===== src/rtl/sb_rx_pkg.sv =====
// Shared types and constants for the sideband receive deframer.
// Header layout: opcode in [4:0], control parity in [62], data parity in [63].
package sb_rx_pkg;

    localparam int unsigned WORD_W            = 64;
    localparam int unsigned PATTERN_COUNT_DEF = 2;

    localparam logic [WORD_W-1:0] PATTERN_WORD = 64'hAAAA_AAAA_AAAA_AAAA;

    localparam logic [4:0] OPC_NO_DATA   = 5'b10010;
    localparam logic [4:0] OPC_WITH_DATA = 5'b11011;

    localparam int unsigned CP_BIT  = 62;
    localparam int unsigned DP_BIT  = 63;
    localparam int unsigned OPC_MSB = 4;
    localparam int unsigned OPC_LSB = 0;

    typedef enum logic [1:0] {
        S_HDR,
        S_DATA,
        S_EMIT
    } rx_state_e;

endpackage


===== src/rtl/sb_rx_deser.sv =====
// Sideband deserializer: packs valid UIs LSB-first into words and flags
// completed words and words cut short by a dropped bit-valid.
module sb_rx_deser #(
    parameter int unsigned WORD_W = 64
) (
    input  logic              i_clk,
    input  logic              i_rst_n,
    input  logic              i_rxdatasb,
    input  logic              i_bit_valid,
    output logic [WORD_W-1:0] o_word,
    output logic              o_word_done,
    output logic              o_trunc,
    output logic              o_active
);

    localparam int unsigned CW = $clog2(WORD_W);

    logic [CW-1:0]     cnt_q, cnt_d;
    logic [WORD_W-1:0] shift_q, shift_d;
    logic              done_q, done_d;
    logic              trunc_q, trunc_d;

    always_comb begin
        cnt_d   = cnt_q;
        shift_d = shift_q;
        done_d  = 1'b0;
        trunc_d = 1'b0;
        if (i_bit_valid) begin
            shift_d[cnt_q] = i_rxdatasb;
            if (cnt_q == CW'(WORD_W - 1)) begin
                cnt_d  = '0;
                done_d = 1'b1;
            end else begin
                cnt_d = cnt_q + CW'(1);
            end
        end else if (cnt_q != '0) begin
            // A gap inside a word abandons it; gaps between words are free.
            cnt_d   = '0;
            trunc_d = 1'b1;
        end
    end

    always_ff @(posedge i_clk or negedge i_rst_n) begin
        if (!i_rst_n) begin
            cnt_q   <= '0;
            shift_q <= '0;
            done_q  <= 1'b0;
            trunc_q <= 1'b0;
        end else begin
            cnt_q   <= cnt_d;
            shift_q <= shift_d;
            done_q  <= done_d;
            trunc_q <= trunc_d;
        end
    end

    // Word stays intact during the done cycle: the next word starts at bit 0
    // and only overwrites it on the following edge.
    assign o_word      = shift_q;
    assign o_word_done = done_q;
    assign o_trunc     = trunc_q;
    assign o_active    = (cnt_q != '0);

endmodule


===== src/rtl/sb_rx_deframer.sv =====
// Sideband RX deframer: init-pattern detection in SBINIT, otherwise header
// (+ optional data) message assembly with control/data parity checking.
module sb_rx_deframer
    import sb_rx_pkg::*;
#(
    parameter int unsigned PATTERN_COUNT = PATTERN_COUNT_DEF
) (
    input  logic              i_clk,
    input  logic              i_rst_n,
    input  logic              i_rxdatasb,
    input  logic              i_bit_valid,
    input  logic              i_pattern_mode,
    output logic              o_pattern_detected,
    output logic [WORD_W-1:0] o_header,
    output logic [WORD_W-1:0] o_data,
    output logic              o_has_data,
    output logic              o_msg_valid,
    output logic              o_cp_err,
    output logic              o_dp_err,
    output logic              o_frame_err,
    output logic              o_busy
);

    localparam int unsigned PCW = $clog2(PATTERN_COUNT + 1);

    logic [WORD_W-1:0] word;
    logic              word_done;
    logic              trunc;
    logic              deser_active;

    sb_rx_deser #(
        .WORD_W(WORD_W)
    ) u_deser (
        .i_clk       (i_clk),
        .i_rst_n     (i_rst_n),
        .i_rxdatasb  (i_rxdatasb),
        .i_bit_valid (i_bit_valid),
        .o_word      (word),
        .o_word_done (word_done),
        .o_trunc     (trunc),
        .o_active    (deser_active)
    );

    rx_state_e         state_q, state_d;
    logic [WORD_W-1:0] hdr_q, hdr_d;
    logic [WORD_W-1:0] out_hdr_q, out_hdr_d;
    logic [WORD_W-1:0] out_data_q, out_data_d;
    logic              has_data_q, has_data_d;
    logic [PCW-1:0]    pcnt_q, pcnt_d;
    logic              pat_q, pat_d;
    logic              ferr_q, ferr_d;
    logic              mode_q;

    always_comb begin
        state_d    = state_q;
        hdr_d      = hdr_q;
        out_hdr_d  = out_hdr_q;
        out_data_d = out_data_q;
        has_data_d = has_data_q;
        pcnt_d     = pcnt_q;
        pat_d      = 1'b0;
        ferr_d     = 1'b0;

        if (i_pattern_mode != mode_q) begin
            pcnt_d  = '0;
            state_d = S_HDR;
        end else if (trunc) begin
            ferr_d  = 1'b1;
            pcnt_d  = '0;
            state_d = S_HDR;
        end else if (i_pattern_mode) begin
            state_d = S_HDR;
            if (word_done) begin
                if (word != PATTERN_WORD) begin
                    pcnt_d = '0;
                end else if (pcnt_q == PCW'(PATTERN_COUNT - 1)) begin
                    pat_d  = 1'b1;
                    pcnt_d = '0;
                end else begin
                    pcnt_d = pcnt_q + PCW'(1);
                end
            end
        end else begin
            unique case (state_q)
                S_HDR: begin
                    if (word_done) begin
                        case (word[OPC_MSB:OPC_LSB])
                            OPC_NO_DATA: begin
                                out_hdr_d  = word;
                                out_data_d = '0;
                                has_data_d = 1'b0;
                                state_d    = S_EMIT;
                            end
                            OPC_WITH_DATA: begin
                                hdr_d   = word;
                                state_d = S_DATA;
                            end
                            default: ferr_d = 1'b1;
                        endcase
                    end
                end
                S_DATA: begin
                    if (word_done) begin
                        out_hdr_d  = hdr_q;
                        out_data_d = word;
                        has_data_d = 1'b1;
                        state_d    = S_EMIT;
                    end
                end
                S_EMIT:  state_d = S_HDR;
                default: state_d = S_HDR;
            endcase
        end
    end

    always_ff @(posedge i_clk or negedge i_rst_n) begin
        if (!i_rst_n) begin
            state_q    <= S_HDR;
            hdr_q      <= '0;
            out_hdr_q  <= '0;
            out_data_q <= '0;
            has_data_q <= 1'b0;
            pcnt_q     <= '0;
            pat_q      <= 1'b0;
            ferr_q     <= 1'b0;
            mode_q     <= 1'b0;
        end else begin
            state_q    <= state_d;
            hdr_q      <= hdr_d;
            out_hdr_q  <= out_hdr_d;
            out_data_q <= out_data_d;
            has_data_q <= has_data_d;
            pcnt_q     <= pcnt_d;
            pat_q      <= pat_d;
            ferr_q     <= ferr_d;
            mode_q     <= i_pattern_mode;
        end
    end

    // Message outputs are registered on entry to S_EMIT and held afterwards;
    // the parity flags are derived from them and gated by the valid pulse.
    assign o_msg_valid        = (state_q == S_EMIT);
    assign o_header           = out_hdr_q;
    assign o_data             = out_data_q;
    assign o_has_data         = has_data_q;
    assign o_cp_err           = o_msg_valid & (out_hdr_q[CP_BIT] != ^out_hdr_q[CP_BIT-1:0]);
    assign o_dp_err           = o_msg_valid & has_data_q & (out_hdr_q[DP_BIT] != ^out_data_q);
    assign o_pattern_detected = pat_q;
    assign o_frame_err        = ferr_q;
    assign o_busy             = deser_active | (state_q != S_HDR);

endmodule


===== config.mk =====
export PLATFORM = sky130hd
export DESIGN_NAME = sb_rx_deframer
export DESIGN_NICKNAME = d
export VERILOG_FILES = /design/src/rtl/sb_rx_pkg.sv /design/src/rtl/sb_rx_deser.sv /design/src/rtl/sb_rx_deframer.sv
export SDC_FILE = /design/constraint.sdc
export NUM_CORES = 1
export LEC_CHECK = 0
export CAP_MARGIN = 0
export CORE_MARGIN = 4
export CORE_UTILIZATION = 39
export CTS_BUF_LIST = sky130_fd_sc_hd__clkbuf_4
export DETAILED_ROUTE_END_ITERATION = 10
export GPL_TIMING_DRIVEN = 1
export PLACE_DENSITY_LB_ADDON = 0.1
export SYNTH_ARGS = -nofsm -noshare
export SYNTH_HDL_FRONTEND = slang
export SYNTH_SLANG_ARGS = --single-unit

===== constraint.sdc =====
create_clock -name i_clk -period 7.16 [get_ports i_clk]
set_input_delay 1.432 -clock i_clk [delete_from_list [all_inputs] [get_ports i_clk]]
set_output_delay 1.432 -clock i_clk [all_outputs]
set_load 0.01 [all_outputs]

# [Word-level counts from Yosys, hierarchy flattened]
# Cells that the tools add are included.
[totals] out_inout_bits=135 inputBits=5 regBits=272 word_cells=102
[classes] n_eq_ne=16 n_reduce_logical=15 n_addsub=2 muxes=47 magnitude_cmp=2 bitwise_logic=7
[ops] op="64-bit 2-to-1 mux" n=6
[ops] op="64-bit case mux with 2 select lines" n=2
[ops] op="64-bit bitwise mux" n=1
[ops] op="64-bit != test (second input constant)" n=1
[ops] op="64-bit parity" n=1
[ops] op="62-bit parity" n=1
[ops] op="2-bit 2-to-1 mux" n=11
[ops] op="1-bit 2-to-1 mux" n=20
[ops] op="6-bit 2-to-1 mux" n=3
[ops] op="5-bit == test (second input constant)" n=2
[ops] op="5-bit by 3-bit != test with 1-bit output (second input constant)" n=2
[ops] op="2-bit case mux with 2 select lines" n=2
[ops] op="6-bit by 7-bit < comparator with 1-bit output (second input constant)" n=1
[ops] op="7-bit AND reduction" n=1
[ops] op="6-bit by 1-bit adder with 6-bit output (second input constant)" n=1
[ops] op="1-bit demux with 6-bit select" n=1
[ops] op="6-bit == test (second input constant)" n=1
[ops] op="6-bit by 1-bit >= comparator with 1-bit output (second input constant)" n=1
[ops] op="2-bit by 1-bit != test with 1-bit output (second input constant)" n=3
[ops] op="6-bit by 3-bit != test with 1-bit output (second input constant)" n=1
[ops] op="6-bit AND reduction" n=1
[ops] op="2-bit nonzero test" n=3
[ops] op="3-bit nonzero test" n=2
[ops] op="6-bit nonzero test" n=1
[ops] op="other kinds (13)" n=20

# [Depth between registers and ports, before layout]
# Gate-level depths: netlist (run 1).
[depth] word_depth=8 depth_mapped=9 mapped_depth_nobuf=8

# [By module]
# A second synthesis (run 1) with hierarchy kept.
[unflattened] hier_cells=1017 hier_area_um2=12535.8
[modules_own_cells] mod="sb_rx_deframer" area_each_um2=9203.8 cells_each=740 instances=1 seq_area_each_um2=5004.8
[modules_own_cells] mod="sb_rx_deser" area_each_um2=3331.9 cells_each=277 instances=1 seq_area_each_um2=1801.7

# [Worst setup path after synthesis (run 1)]
# OpenSTA, ideal clock, no wires.
[synth_path] kind="register to output" start="register out_hdr_q[6] (netlist: o_header[6])" end="output o_cp_err" t_required_ns=5.728 path_buffers=0 stages_incl_launch_ff=7 setup_slack_ns=3.779 t_arrival_ns=1.949 path_cell_list="dfrtp_1 -> xnor3_1 -> xnor3_1 -> xnor3_1 -> xnor3_1 -> xnor3_1 -> and2_1"
[synth_via] elab_chain_cells=3
[synth_rtl] element="from (decl)" line="sb_rx_deframer.sv:46" text="logic [WORD_W-1:0] out_hdr_q, out_hdr_d;"
[synth_rtl] element="from (signal assigned)" line="sb_rx_deframer.sv:130" text="out_hdr_q <= out_hdr_d;"
[synth_rtl] element="62-bit parity" line="sb_rx_deframer.sv:146" text="assign o_cp_err = o_msg_valid & (out_hdr_q[CP_BIT] != ^out_hdr_q[CP_BIT-1:0]);"
[synth_rtl] element="1-bit != test" line="sb_rx_deframer.sv:146"
[synth_rtl] element="1-bit bitwise AND" line="sb_rx_deframer.sv:146"
[synth_rtl] element="to (decl)" line="sb_rx_deframer.sv:18" text="output logic o_cp_err,"
# Every way passes these cells.

# [Final worst setup path (run 1)]
[layout_path] start="register out_hdr_q[49] (netlist: o_header[49])" end="output o_cp_err"
# Same word-level chain as after synthesis.

==> run summary, run 1 <==
Status: finished clean
Share of cells above drive strength 1: 15.5%
Initial DRT Pass Iterations: 5
Boundary Pins: 140
Largest net degree at the start of global routing: 152
Leakage: 6.78 nW
Remaining DRCs: 0
Most common cell in the synthesized netlist: dfrtp_1
Worst Tran Pin Value: 1.09 ns
Layer with the highest usage: met2
Fin nets: 1208
# Post-CTS Setup Buffers: 0
Final Critical Period: 4.84 ns
Cells after Synth: 1030
Clock buffer depth: 3
Total congestion overflow: 0
Met2 Track Usage GR: 29.2%
Worst-Skew Late Latency: 0.67 ns
Syn Area/Cell: 12.0 sq um
EDFF count, synth: 0
Max VDD drop: 0.106 mV
Setup crit start kind: flop
Via Count: 8450
GPL Wtd Cong: 0.799
P per Cell Area: 221 mW/mm^2
Register area share after synthesis: 55.1%
Register area: 0.00681 sq mm
Antenna viol nets, final: 0
Gates resized, CTS repair: 0
Slew Viols, Final: 0
Max cap viols: 0
Post-synthesis cell type count: 43
Largest family of logic cells by synthesized area: multiplexers
Post-Syn Area: 0.0124 sq mm
Worst Clk Skew: 0.0436 ns
TritonCTS clock tree: done
# rows: 64
Core area: 0.0309 sq mm
Worst-path clk slew: 0.06 ns
Initial Util: 40.0%
WL final: 32800 um
Async SR Flop Fraction: 100%
GRT Total Usage: 19.3%
Yosys warning count: 0
Setup-failing EPs final: 0
WP data arrival: 3.41 ns
TritonCTS Sinks: 272
Root Driver: clkbuf_4
CP Class: reg2out
Post-synth top flop: dfrtp_1
Area Overhead vs Synth: 22.4%
Synth Area in Simple Gates: 9.44%
Tcrit/Tclk final: 67.6%
List of most frequent post-synthesis cells: dfrtp_1 (272), nand2_1 (103), xnor2_1 (93)
Htree depth: 3
Hold buffers post-CTS: 0
Wirelength per Cell: 19.8 um
Crit end category: primary output
# fillers: 2832
Global-route wire length before repair: 51400 um
RSZ-0062 raised after global routing: false
Post-synth top area share: 55.1%
M1 GR Usage: 27.8%
Die Y: 186 um
Top post-synthesis cells by area: dfrtp_1 (55%), xnor2_1 (6.6%), mux2_1 (5.8%), mux2i_1 (5.2%), a22o_1 (4.5%)
F_max: 0.207 GHz
Initial antenna violation count: 2
Quantity of I/O buffers inserted on ports: 139
Cell taking the most area after synthesis: dfrtp_1
Vias/cell: 5.11
Relative slew slack: 27.5%
Worst Hold Class: reg2reg
Hold Fails Final Rpt: 0
Area share of fa/ha/maj cells after synthesis: 0.304%
Util after Layout: 48.9%
CP max FO: 3
Area of the multi-input gates: 0.00532 sq mm
Mux share of post-synthesis cell area: 15.2%
Synthesized Nets: 1038
WP data required: 5.73 ns
Post-synthesis xor/xnor area fraction: 9.67%
Vias in the first global route: 8473
Compound-Gate Fraction of Synth Area: 8.29%
Die extent in x: 186 um
Detailed placement HPWL: 21800 um
Initial DRC Count: 516
M3 GR Usage: 4.59%
Post-synthesis sequential element count: 272
Setup TNS: 0 ns
Number of CTS-inserted buffers: 77
Full die area: 0.0346 sq mm
[power by group]
| group | internal [W] | switching [W] |
|---|---|---|
| sequential | 0.00157 | 0.0000712 |
| combinational | 0.0000744 | 0.000137 |
| clock | 0.000836 | 0.000642 |
[metal layers]
metal | part of all wire (%) | up-vias
li1 | - | 4017
met1 | 47 | 4163
met2 | 45 | 219
met3 | 5.5 | 49
met4 | 2.2 | 2
met5 | 0.034 | -
[worst max-delay path, stage by stage (launching register included)]
cell,delay [ns]
dfrtp_1,0.42
xnor2_2,0.32
xnor3_1,0.46
xnor3_1,0.26
xnor3_1,0.25
xnor3_1,0.37
and2_1,0.12
clkdlybuf4s50_1,0.54
[metrics by stage]
step | cell area (sq um) | power (W) | instances | setup slack, ns | hold WS, ns
finish | 15100 | 0.00333 | 1654 | 2.32 | 0.468
global route | 15100 | 0.00351 | 1654 | 2.10 | 0.485
CTS | 15100 | 0.00339 | 1653 | 2.22 | 0.470
detailed placement | 14100 | 0.00189 | 1517 | 2.81 | 0.452
global placement | 14100 | 0.00188 | 1517 | 2.84 | 0.450
floorplan | 12400 | 0.00177 | 1030 | 3.78 | 0.434
[final timing paths]
kind	startpoint	end	slack [ns]	cells after the start
max	o_header[49]	o_cp_err	2.32	7
min	hdr_q[0]	hdr_q[0]	0.47	1
min in group asynchronous	i_rst_n	o_header[29]	0.83	1
min reg2reg	hdr_q[0]	hdr_q[0]	0.47	1
max reg2reg	u_deser.o_word[2]	hdr_q[32]	4.46	6
max in group asynchronous	i_rst_n	hdr_q[58]	4.95	2
[flip-flops by register name (all words and copies together), names as in the netlist, 2 cells and up]
signal and flops:
hdr_q 64, o_data 64, o_header 64, u_deser.o_word 64
u_deser.cnt_q 6, pcnt_q 2, state_q 2
[cell type report]
| type | count | share of cell area, % |
|---|---|---|
| flip-flops and latches | 272 | 45.0 |
| multi-input cells | 698 | 35.2 |
| repair buffers | 146 | 9.63 |
| clock buffers | 121 | 6.01 |
| well taps | 396 | 3.28 |
| clock inverters | 15 | 0.753 |
| inverters | 5 | 0.124 |
| diodes | 1 | 0.0165 |
[kinds of logic after synthesis]
kind of cell | after synthesis
and+or+nand+nor | 248
AOI/OAI and AO/OA | 154
xor gates and xnor gates | 119
DFF | 272
buffers and inverters | 60
muxes | 174
adders and majority gates | 3
[placed cells by master, fill, tap and decap left out, drive strengths merged, types with 3 or more instances in the layout]
| cell type | instances |
|---|---|
| clkinv | 11 |
| nor4bb | 9 |
| ha | 3 |
| xor2 | 14 |
| nand2 | 103 |
| a22o | 64 |
| and2 | 6 |
| nand2b | 5 |
| xnor3 | 10 |
| nand3b | 3 |
| nor3 | 7 |
| buf | 9 |
| nand4 | 3 |
| a21oi | 3 |
| dfrtp | 272 |
| clkbuf | 121 |
| o21ai | 81 |
| nor2b | 4 |
| inv | 7 |
| and3 | 8 |
| nor2 | 61 |
| or3 | 3 |
| xnor2 | 95 |
| nand3 | 24 |
| mux2i | 64 |
| nor4b | 4 |
| mux2 | 110 |
| clkdlybuf4s50 | 137 |
Power figures use the tool's default switching activity.
==> run 2: changes to the inputs <==
==> constraint.sdc (replaced) <==
create_clock -name i_clk -period 3.95 [get_ports i_clk]
set_input_delay 0.79 -clock i_clk [delete_from_list [all_inputs] [get_ports i_clk]]
set_output_delay 0.79 -clock i_clk [all_outputs]
set_load 0.01 [all_outputs]
==> run summary, run 2 (synthesis gave the netlist of run 1 again) <==
Status: finished clean
Clock buffer depth: 3 (unchanged)
Worst-path clk slew: 0.06 ns (about the same)
Fin cells: 1659 (+0.30%)
F_max: 0.261 GHz
Hold Fails Final Rpt: 0 (unchanged)
Total congestion overflow: 0 (unchanged)
Initial DRT Pass Iterations: 5 (unchanged)
Full die area: 0.0346 sq mm (unchanged)
Util after Layout: 49.3% (+0.37 points)
CP delay by family, top: XOR/XNOR gates
Vias in the first global route: 8631 (+1.9%)
Remaining DRCs: 0 (unchanged)
Slew Viols, Final: 0 (unchanged)
Largest net degree at the start of global routing: 115 (-24%)
Crit path top cell by count: xnor3_1
CP max FO: 3 (unchanged)
Die extent in x: 186 um (unchanged)
Via Count: 8554 (+1.2%)
Vias/cell: 5.16 (+0.93%)
Fin nets: 1222 (+1.2%)
# fillers: 2831 (-0.035%)
Tcrit/Tclk final: 96.9%
GPL Wtd Cong: 0.850 (+6.3%)
Boundary Pins: 140 (unchanged)
Cell chain of the critical path: xor2_1, xnor2_2, xnor2_1, xnor3_1, xnor3_1, and3_1, dlygate4sd2_1
Setup TNS: 0 ns (unchanged)
Quantity of I/O buffers inserted on ports: 139 (unchanged)
Most frequent cells in the layout: dfrtp_1 (272), clkdlybuf4s50_1 (135), clkbuf_4 (117), nand2_1 (103), xnor2_1 (87)
TritonCTS Sinks: 272 (unchanged)
WP data required: 3.16 ns (-2.57 ns)
Crit end category: primary output
Initial Util: 40.0% (unchanged)
Worst Clk Skew: 0.0386 ns (-0.00497 ns)
Cells after DPL: 1530 (+0.86%)
WP buf/inv: 1 (unchanged)
# rows: 64 (unchanged)
Detailed placement HPWL: 22900 um (+5.0%)
Root Driver: clkbuf_4
Worst Tran Pin Value: 1.11 ns (+0.0258 ns)
Die Y: 186 um (unchanged)
Max cap viols: 0 (unchanged)
Relative slew slack: 25.8% (-1.7 points)
Initial antenna violation count: 1 (-1)
Hold buffers post-CTS: 0 (unchanged)
Setup-failing EPs final: 0 (unchanged)
CP Class: reg2out
RSZ-0062 raised after global routing: false
Worst Hold Class: in2async
Slowest stage delay, CP: 0.48 ns (-0.06 ns)
Global-route wire length before repair: 53200 um (+3.4%)
GRT Total Usage: 20.1% (+0.73 points)
Crit. Startpoint: o_data[33]
Worst-Skew Late Latency: 0.68 ns (about the same)
Number of CTS-inserted buffers: 77 (unchanged)
Leakage: 6.87 nW (+1.3%)
Final Critical Period: 3.83 ns
Max VDD drop: 0.178 mV (+68%)
Reg-to-Reg Start: u_deser.o_word[1]
Htree depth: 3 (unchanged)
WL final: 34000 um (+3.8%)
Most common cell after layout, fill and taps aside: dfrtp_1
Core area: 0.0309 sq mm (unchanged)
Setup crit start kind: flop
P per Cell Area: 391 mW/mm^2 (+77%)
Area Overhead vs Synth: 23.3%
Initial DRC Count: 433 (-16%)
Share of cells above drive strength 1: 16.8% (+1.3 points)
Wirelength per Cell: 20.5 um (+3.5%)
Antenna viol nets, final: 0 (unchanged)
Slowest cell on crit path: xnor3_1
TritonCTS clock tree: done
WP data arrival: 3.04 ns (-0.37 ns)
==> run 2: cell types whose count changed in the layout (fill, tap and decap cells not counted), sizes merged <==
| cell | delta |
|---|---|
| clkinv | -5 |
| dlygate4sd2 | +1 |
| buf | +15 |
| inv | +1 |
| bufinv | -1 |
| clkbuf | -4 |
| clkdlybuf4s50 | -2 |
==> run 2: final cells by class <==
type / instances / area, sq um / area share (%)
inverter: 5 / 18.8 / 0.123
clock inverter: 10 / 65.1 / 0.427
clock buffer: 117 / 878 / 5.76
timing repair buffer: 160 / 1610 / 10.5
multi-input combinational: 698 / 5370 / 35.2
antenna: 1 / 2.50 / 0.0164
tap: 396 / 495 / 3.25
sequential: 272 / 6810 / 44.7
==> run 2: repair_timing <==
item                       4_1_cts  5_1_grt
setup endpoints to repair        2        1
hold endpoints to repair         0        0
setup buffers                    1        0
pin swaps                        4        2
resized for setup               11        3
==> run 2: stage by stage <==
step                      power [W]  worst slack [ns]  instance area (sq um)  hold slack, ns
after floorplan             0.00320              1.21                  12400           0.434
after global placement      0.00344             0.439                  14200           0.450
after CTS                   0.00605           0.00328                  15200           0.203
final                       0.00595             0.123                  15200           0.214
after global routing        0.00627           0.00574                  15200           0.250
after detailed placement    0.00344             0.439                  14200           0.452
==> run 2: final timing paths <==
| kind | endpoint | slack (ns) | depth (start not counted) |
|---|---|---|---|
| max in group asynchronous | o_header[12] | 2.82 | 2 |
| worst min register to register | hdr_q[0] | 0.47 | 1 |
| worst max register to register | hdr_q[32] | 1.49 | 6 |
| worst min-delay path | o_header[24] | 0.21 | 1 |
| worst max-delay path | o_dp_err | 0.12 | 7 |
| min in group i_clk | hdr_q[0] | 0.47 | 1 |
==> run 2: worst register-to-register path, cell delays in order (launching register included) <==
cell and delay (ns):
dfrtp_1 0.43, nor2b_1 0.29, nand2_1 0.19, nor3_1 0.39, nand3_2 0.14, buf_4 0.40
mux2_1 0.47
==> run 2: report_power, final <==
group | switching [W] | internal [W]
Sequential | 0.000134 | 0.00285
Clock | 0.00117 | 0.00140
Combinational | 0.000252 | 0.000149
Total | 0.00155 | 0.00440
==> run 2: metal layers <==
| layer | global-route usage [%] | wire, um |
|---|---|---|
| met1 | 29.7 | 16300 |
| met3 | 4.16 | 1780 |
| met5 | 0 | 0 |
| met2 | 29.6 | 15100 |
| met4 | 6.65 | 816 |
==> run 3: changes to the inputs <==
--- a/config.mk
+++ b/config.mk
@@ -12,6 +12,7 @@
 export DETAILED_ROUTE_END_ITERATION = 10
 export GPL_TIMING_DRIVEN = 1
 export PLACE_DENSITY_LB_ADDON = 0.1
+export SLEW_MARGIN = 20
 export SYNTH_ARGS = -nofsm -noshare
 export SYNTH_HDL_FRONTEND = slang
 export SYNTH_SLANG_ARGS = --single-unit
==> run summary, run 3 (synthesis gave the netlist of run 1 again) <==
Status: finished clean
Relative slew slack: 37.9% (+12 points)
TritonCTS Sinks: 272 (unchanged)
Crit path top cell by count: xnor3_1
Setup-failing EPs final: 0 (unchanged)
Sw frac: 26.1% (+0.050 points)
Slew Viols, Final: 0 (unchanged)
Sequential share of power: 50.1% (about the same)
Wirelength per Cell: 20.6 um (+0.19%)
Internal: 0.00440 W (about the same)
Clock buffer depth: 3 (unchanged)
Die extent in x: 186 um (unchanged)
Worst Tran Pin Value: 0.931 ns (-0.182 ns)
Hold buffers post-CTS: 0 (unchanged)
Initial antenna violation count: 1 (unchanged)
Cells after DPL: 1530 (unchanged)
RSZ-0062 raised after global routing: false
Worst-Skew Late Latency: 0.70 ns (+0.02 ns)
Slowest cell on crit path: xnor3_2
Root Driver: clkbuf_4
Setup TNS: 0 ns (unchanged)
TritonCTS clock tree: done
# rows: 64 (unchanged)
Global-route wire length before repair: 53200 um (unchanged)
Final Critical Period: 3.83 ns (+0.00547 ns)
Most frequent cells in the layout: dfrtp_1 (272), clkdlybuf4s50_1 (135), clkbuf_4 (117), nand2_1 (103), xnor2_1 (87)
Detailed placement HPWL: 22900 um (unchanged)
Remaining DRCs: 0 (unchanged)
Hold WS: 0.208 ns (-0.00615 ns)
WL final: 34100 um (+0.25%)
Antenna viol nets, final: 0 (unchanged)
Via Count: 8592 (+0.44%)
Worst Clk Skew: 0.0471 ns (+0.00847 ns)
Crit. Startpoint: o_data[50]
Reg-to-Reg Start: u_deser.o_word[1]
Util after Layout: 49.4% (+0.089 points)
Worst r2r path cells: 6 (unchanged)
P per Cell Area: 390 mW/mm^2 (about the same)
GRT Total Usage: 20.1% (unchanged)
Hold Fails Final Rpt: 0 (unchanged)
Initial DRC Count: 465 (+7.4%)
Largest net degree at the start of global routing: 115 (unchanged)
Vias/cell: 5.18 (+0.38%)
Max VDD drop: 0.177 mV (-0.41%)
CP max FO: 3 (unchanged)
Most common cell after layout, fill and taps aside: dfrtp_1
Full die area: 0.0346 sq mm (unchanged)
Crit path capture: o_dp_err
Total congestion overflow: 0 (unchanged)
Max cap viols: 0 (unchanged)
Initial Util: 40.0% (unchanged)
Htree depth: 3 (unchanged)
Initial DRT Pass Iterations: 5 (unchanged)
WP data arrival: 3.04 ns (about the same)
Quantity of I/O buffers inserted on ports: 139 (unchanged)
Crit end category: primary output
Leakage: 6.88 nW (+0.18%)
Boundary Pins: 140 (unchanged)
Worst R2R End: hdr_q[32]
Fin nets: 1223 (+0.082%)
Number of CTS-inserted buffers: 77 (unchanged)
GPL Wtd Cong: 0.850 (unchanged)
Share of cells above drive strength 1: 16.9% (+0.066 points)
# fillers: 2828 (-0.11%)
Vias in the first global route: 8631 (unchanged)
Worst-path clk slew: 0.06 ns (about the same)
Area Overhead vs Synth: 23.5%
F_max: 0.261 GHz (-0.14%)
Cell chain of the critical path: xnor3_1, xnor3_2, xnor2_1, xnor3_1, xnor3_1, and3_1, dlygate4sd2_1
CP Class: reg2out
Slowest stage delay, CP: 0.46 ns (-0.02 ns)
Fin cells: 1660 (+0.060%)
Switch Pwr: 0.00156 W (+0.32%)
Placed inst area: 0.0142 sq mm (unchanged)
WP data required: 3.16 ns (about the same)
Comb power frac: 6.8% (about the same)
Worst Hold Class: in2async
Setup crit start kind: flop
Tcrit/Tclk final: 97.0% (+0.14 points)
Core area: 0.0309 sq mm (unchanged)
Die Y: 186 um (unchanged)
Finished Cell Area: 0.0153 sq mm (+0.18%)
Clock Power Share: 43.1% (about the same)
Flop2flop setup slack: 1.51 ns (+0.02 ns)
run 3: cell types whose count changed in the layout (fill, tap and decap cells not counted):
cell / delta
buf_16: +1
run 3: critical path, delay by kind of cell (launching register included):
family	cells	cell delay, ns
buffers and inverters	1	0.28
AND/OR/NAND/NOR	1	0.19
XOR/XNOR	5	1.49
flip-flops	1	0.39
run 3: metrics by stage:
| step | worst slack, ns | total power, W |
|---|---|---|
| 2_1_floorplan | 1.21 | 0.00320 |
| 3_3_place_gp | 0.439 | 0.00344 |
| 3_5_place_dp | 0.439 | 0.00344 |
| 4_1_cts | 0.00328 | 0.00605 |
| 5_1_grt | 0.00574 | 0.00627 |
| 6_report | 0.117 | 0.00596 |
run 3: final cells by class:
class                      instances  area [sq um]  area share (%)
antenna                            1          2.50          0.0164
sequential                       272          6810            44.6
tap                              396           495            3.25
multi-input combinational        698          5370            35.1
inverter                           5          18.8           0.123
clock inverter                    10          65.1           0.426
clock buffer                     117           878            5.75
timing repair buffer             161          1630            10.7
run 3: worst min-delay path by stage:
stage                         from            to
final                      i_rst_n  o_header[24]
after global routing       i_rst_n  o_header[27]
after CTS                  i_rst_n  o_header[24]
after detailed placement  hdr_q[0]      hdr_q[0]
after global placement    hdr_q[1]      hdr_q[1]
after floorplan           hdr_q[0]      hdr_q[0]
run 3: repair_timing:
action | in CTS | in global routing
pin swaps | 4 | 2
buffers inserted | 1 | 0
resized for setup | 11 | 3
endpoints found under the setup margin | 2 | 1
gates cloned | 0 | 0
run 3: per-layer routing:
layer | wire length [um] | track usage [%] | vias to the layer above
met2 | 15200 | 29.6 | 227
met4 | 824 | 6.65 | 0
met5 | 0 | 0 | -
met3 | 1690 | 4.16 | 68
met1 | 16500 | 29.7 | 4273
li1 | - | - | 4024
run 3: power by group through the flow:
stage / Clock, W / Combinational, W / Sequential [W]
finish: 0.00257 / 0.000403 / 0.00299
global route: 0.00282 / 0.000457 / 0.00300
CTS: 0.00266 / 0.000406 / 0.00298
detailed placement: 0 / 0.000403 / 0.00303
global placement: 0 / 0.000402 / 0.00303
floorplan: 0 / 0.000231 / 0.00297
